## config.mk

```make
export PLATFORM = sky130hd
export DESIGN_NAME = serial_word_adder
export DESIGN_NICKNAME = d
export VERILOG_FILES = /design/src/rtl/serial_word_adder.sv
export SDC_FILE = /design/constraint.sdc
export NUM_CORES = 1
export LEC_CHECK = 0
export CAP_MARGIN = 40
export CORE_AREA = 2 2 39 41
export CTS_BUF_LIST = sky130_fd_sc_hd__clkbuf_16
export DETAILED_ROUTE_END_ITERATION = 8
export DIE_AREA = 0 0 41 43
export PLACE_DENSITY_LB_ADDON = 0.1
export SLEW_MARGIN = 20
export SYNTH_ARGS = -nofsm -noshare
export SYNTH_HDL_FRONTEND = slang
export SYNTH_SLANG_ARGS = --single-unit
```

## constraint.sdc

```tcl
create_clock -name clock -period 2.49 [get_ports clock]
set_input_delay 0.6225 -clock clock [delete_from_list [all_inputs] [get_ports clock]]
set_output_delay 0.6225 -clock clock [all_outputs]
set_load 0.005 [all_outputs]
```

## src/rtl/serial_word_adder.sv

```systemverilog
// Bit-serial add/subtract over WORD_BITS-bit words, LSB first.
// Registered sum stream with word framing and overflow flags.
module serial_word_adder #(
  parameter int WORD_BITS = 4,
  parameter int SIGNED    = 0
) (
  input  logic clock,
  input  logic reset_n,
  input  logic bit_en,
  input  logic sync,
  input  logic sub,
  input  logic line1,
  input  logic line2,
  input  logic clr_sticky,
  output logic outp,
  output logic out_valid,
  output logic out_last,
  output logic overflw,
  output logic ovf_sticky
);

  localparam int PW = (WORD_BITS > 1) ? $clog2(WORD_BITS) : 1;
  localparam logic [PW-1:0] LAST = PW'(WORD_BITS - 1);

  typedef struct packed {
    logic [PW-1:0] pos;
    logic          carry;
    logic          sub_q;
  } st_t;

  st_t st;

  logic [PW-1:0] p;
  logic          first;
  logic          last;
  logic          m;
  logic          c;
  logic          b;
  logic          sum;
  logic          cout;
  logic          ovf;
  logic          ovf_nx;

  // sync restarts the word on the current bit; pos is ignored then
  always_comb begin
    p     = sync ? '0 : st.pos;
    first = (p == '0);
    last  = (p == LAST);
    m     = first ? sub : st.sub_q;
    c     = first ? sub : st.carry;
    b     = line2 ^ m;
    sum   = line1 ^ b ^ c;
    cout  = (line1 & b) | (line1 & c) | (b & c);
    if (SIGNED != 0)
      ovf = c ^ cout;
    else
      ovf = m ? ~cout : cout;
    ovf_nx = bit_en & last & ovf;
  end

  always_ff @(posedge clock or negedge reset_n) begin
    if (!reset_n) begin
      st        <= '0;
      outp      <= 1'b0;
      out_valid <= 1'b0;
      out_last  <= 1'b0;
      overflw   <= 1'b0;
    end else if (bit_en) begin
      outp      <= sum;
      out_valid <= 1'b1;
      st.sub_q  <= m;
      if (last) begin
        st.pos   <= '0;
        st.carry <= 1'b0;
        out_last <= 1'b1;
        overflw  <= ovf;
      end else begin
        st.pos   <= p + 1'b1;
        st.carry <= cout;
        out_last <= 1'b0;
        overflw  <= 1'b0;
      end
    end else begin
      out_valid <= 1'b0;
      out_last  <= 1'b0;
      overflw   <= 1'b0;
    end
  end

  // a new overflow wins over a simultaneous clear
  always_ff @(posedge clock or negedge reset_n) begin
    if (!reset_n)
      ovf_sticky <= 1'b0;
    else
      ovf_sticky <= (ovf_sticky & ~clr_sticky) | ovf_nx;
  end

endmodule

```

==> metrics.md, run 1 <==
| Metric | Value |
|---|---|
| Clock-pin transition on the worst setup and hold timing paths | `0.04 ns` |
| Die Y | `43 um` |
| DP Worst Slack | `-0.290 ns` |
| Least-Margin Pin Slew | `0.411 ns` |
| Initial core utilization | `0.303` |
| Vias/cell | `4.37` |
| Worst R2R Start | `st[2]$_DFFE_PN0P_` |
| Highest clock rate | `0.465 GHz` |
| Largest family of logic cells by synthesized area | `multiplexers` |
| Grt total ovfl | `0` |
| Synth Instances | `36` |
| Vias in the first global route | `320` |
| Detailed Place HPWL | `600 um` |
| Die W | `41 um` |
| Io pins | `13` |
| Hold path cells | `1` |
| Top-area cell type share of the netlist area | `0.537` |
| Post-synthesis net count | `47` |
| Synth top area cells | `dfrtp_1 (54%), mux2_1 (8.1%), ha_1 (6.0%)` |
| Clock buffer depth | `2` |
| First-pass GRT wire length | `1220 um` |
| Initial antenna violation count | `0` |
| Multi-input gate area | `209 um2` |
| Row Count | `14` |
| XOR/XNOR share of the synthesized area | `0.0418` |
| Inst Count DP | `66` |
| Layout Cells excl Fill | `71` |
| Port Buffers | `12` |
| Post-synthesis sequential area ratio | `0.537` |
| TNS Setup | `0 ns` |
| Fin util | `0.510` |
| Root Driver | `clkbuf_16` |
| Seq cells post-synth | `9` |
| Data arrival, critical path | `2.26 ns` |
| Power per cell area | `892 nW/um2` |
| Relative slew slack | `0.725` |
| Final critical-path share of the clock period | `0.864` |
| Antenna cells | `0` |
| CTS buffer count | `3` |
| Met2 Use GR | `0.178` |
| GRT met1 Usage | `0.104` |
| Core Region | `1380 um2` |
| Synth Area in Compound Gates | `0.0507` |
| Max FO, Critical Path | `2` |
| Crit end category | `flip-flop` |
| Status | `finished clean` |
| Synth Area in Adders | `0.107` |
| Startpoint types | `input port` |
| Worst hold path type | `reg2reg` |
| Busiest layer in global routing | `met2` |
| Yosys cell types | `17` |
| Routed len/inst | `11.0 um` |
| Final ANT Viol Nets | `0` |
| Hold Buf Count CTS | `0` |
| Synth Cell Area | `419 um2` |
| Final nets | `67` |
| Setup slack, reg-to-reg | `0.47 ns` |
| Slew Viols, Final | `0` |
| Avg Cell Area, Syn | `11.6 um2` |
| Residual DRC | `0` |
| Endpoints failing setup | `0` |
| Hold Vio Cnt, Final | `0` |
| CTS tree | `done` |
| Worst R2R Path Depth | `7` |
| Filler Cell Count | `117` |
| GRT Total Usage | `0.114` |
| Worst Setup Path Type | `in2reg` |
| Via count | `310` |
| Mux share of post-synthesis cell area | `0.113` |
| Yosys top cell by area | `dfrtp_1` |
| Die area | `1760 um2` |
| Max cap viols | `0` |
| Final worst path period need | `2.15 ns` |
| GPL Wtd Cong | `0.628` |
| Flip-flop and latch area | `225 um2` |
| H-tree depth | `1` |
| Critical path required time | `2.60 ns` |
| Hold Crit Start | `outp$_DFFE_PN0P_` |
| Drt initial violations | `0` |
| Post-route setup slack | `0.340 ns` |
| Largest net degree at the start of global routing | `10` |
| Met3 GRT Util | `0.0471` |
| R2R Path End | `outp$_DFFE_PN0P_` |
| Pleak | `0.335 nW` |
| Share of cells above drive strength 1 | `0.236` |
| Clk_skew | `0.00307 ns` |
| Simple-gate portion of the synthesized area | `0.0925` |
| Worst vdd ir | `0.481 mV` |
| Hold EP | `outp$_DFFE_PN0P_` |
| DRT Wirelength | `784 um` |
| Clock Sinks | `9` |
| RSZ-0062 raised after global routing | `no` |
| Syn-to-layout area delta | `68.4%` |
| Synth warnings | `0` |
| Pre-antenna DRT Iters | `1` |
| Clock Latency Late Sink | `0.23 ns` |
routing by layer:
layer / vias up / wire length [um]
li1: 152 / -
met1: 145 / 328
met2: 11 / 382
met3: 2 / 53
met4: 0 / 19
met5: - / 0
cells in the mapped netlist:
master,instances
dfrtp_1,9
inv_1,5
mux2_1,3
nand2_1,3
ha_1,2
nor2_1,2
o21ai_0,2
a21oi_1,1
buf_2,1
fa_1,1
mux2i_2,1
nand2b_1,1
nand3b_1,1
nor2b_1,1
o22ai_1,1
xnor2_1,1
xor2_1,1
placed cells by master, fill, tap and decap left out, drive strengths merged:
cell type and instances:
fa 1, xor2 1, xnor2 1, dlymetal6s2s 1
a21oi 1, clkinv 1, nor2 2, clkdlybuf4s50 11
nor2b 1, ha 2, mux2 3, o21ai 2
o22ai 1, nand2b 1, buf 4, clkbuf 3
mux2i 1, dfrtp 9, nand3b 1, nand2 3
inv 5
final cells by class:
type | count | share of cell area
timing repair buffer | 16 | 0.216
sequential | 9 | 0.319
inverter | 5 | 0.0266
clock inverter | 1 | 0.00709
clock buffer | 3 | 0.106
multi-input combinational | 21 | 0.296
tap | 16 | 0.0284
worst max path at each step:
stage,startpoint,endpoint,slack [ns],cells past startpoint
after global placement,sync,outp$_DFFE_PN0P_,-0.20,8
after global routing,sync,outp$_DFFE_PN0P_,0.27,8
after detailed placement,sync,outp$_DFFE_PN0P_,-0.29,8
final,sync,outp$_DFFE_PN0P_,0.34,8
after CTS,sync,outp$_DFFE_PN0P_,-0.01,7
after floorplan,sync,outp$_DFFE_PN0P_,0.18,7
state kept, by name (all words and copies together) (netlist names):
name	count
ovf_sticky	1
out_last	1
st	4
outp	1
overflw	1
out_valid	1
metrics by stage:
| step | cell area (um2) | hold WS [ns] | total power, mW |
|---|---|---|---|
| floorplan | 419 | 0.327 | 0.256 |
| global placement | 577 | 0.466 | 0.313 |
| detailed placement | 577 | 0.480 | 0.322 |
| CTS | 669 | 0.489 | 0.616 |
| global route | 706 | 0.525 | 0.667 |
| finish | 706 | 0.485 | 0.629 |
report_power, final:
part           internal (mW)  switching (mW)  leakage [nW]
combinational         0.0957          0.0610         0.182
sequential             0.174          0.0165         0.112
clock                  0.212          0.0705        0.0409
total                  0.481           0.148         0.335
worst max-delay path, cell delays in order:
cell	delay (ns)
dlymetal6s2s_1	0.14
nor2b_2	0.13
inv_1	0.08
ha_4	0.17
mux2i_4	0.19
xnor2_2	0.15
fa_1	0.47
mux2_1	0.30
what timing repair did:
| item | CTS | global route |
|---|---|---|
| buffers inserted | 1 | 0 |
| hold endpoints to repair | 0 | 0 |
| setup endpoints to repair | 2 | 4 |
| pin swaps | 3 | 1 |
| resized for setup | 2 | 6 |
logic make-up (layout without fill, tap and decap cells):
| family | after synthesis | after routing |
|---|---|---|
| adders and majority gates | 3 | 3 |
| muxes | 4 | 4 |
| xor gates and xnor gates | 2 | 2 |
| and+or+nand+nor | 8 | 8 |
| AOI/OAI and AO/OA | 4 | 4 |
| DFF | 9 | 9 |
| buffers and inverters | 6 | 25 |
Note: power is estimated with default switching activity, not from simulation.
==> run 2, diff against run 1 <==
Settings changed: GPL_TIMING_DRIVEN set to 1.
==> results of run 2 <==
Same layout as run 1: the final DEF is identical, and so are final timing and power.
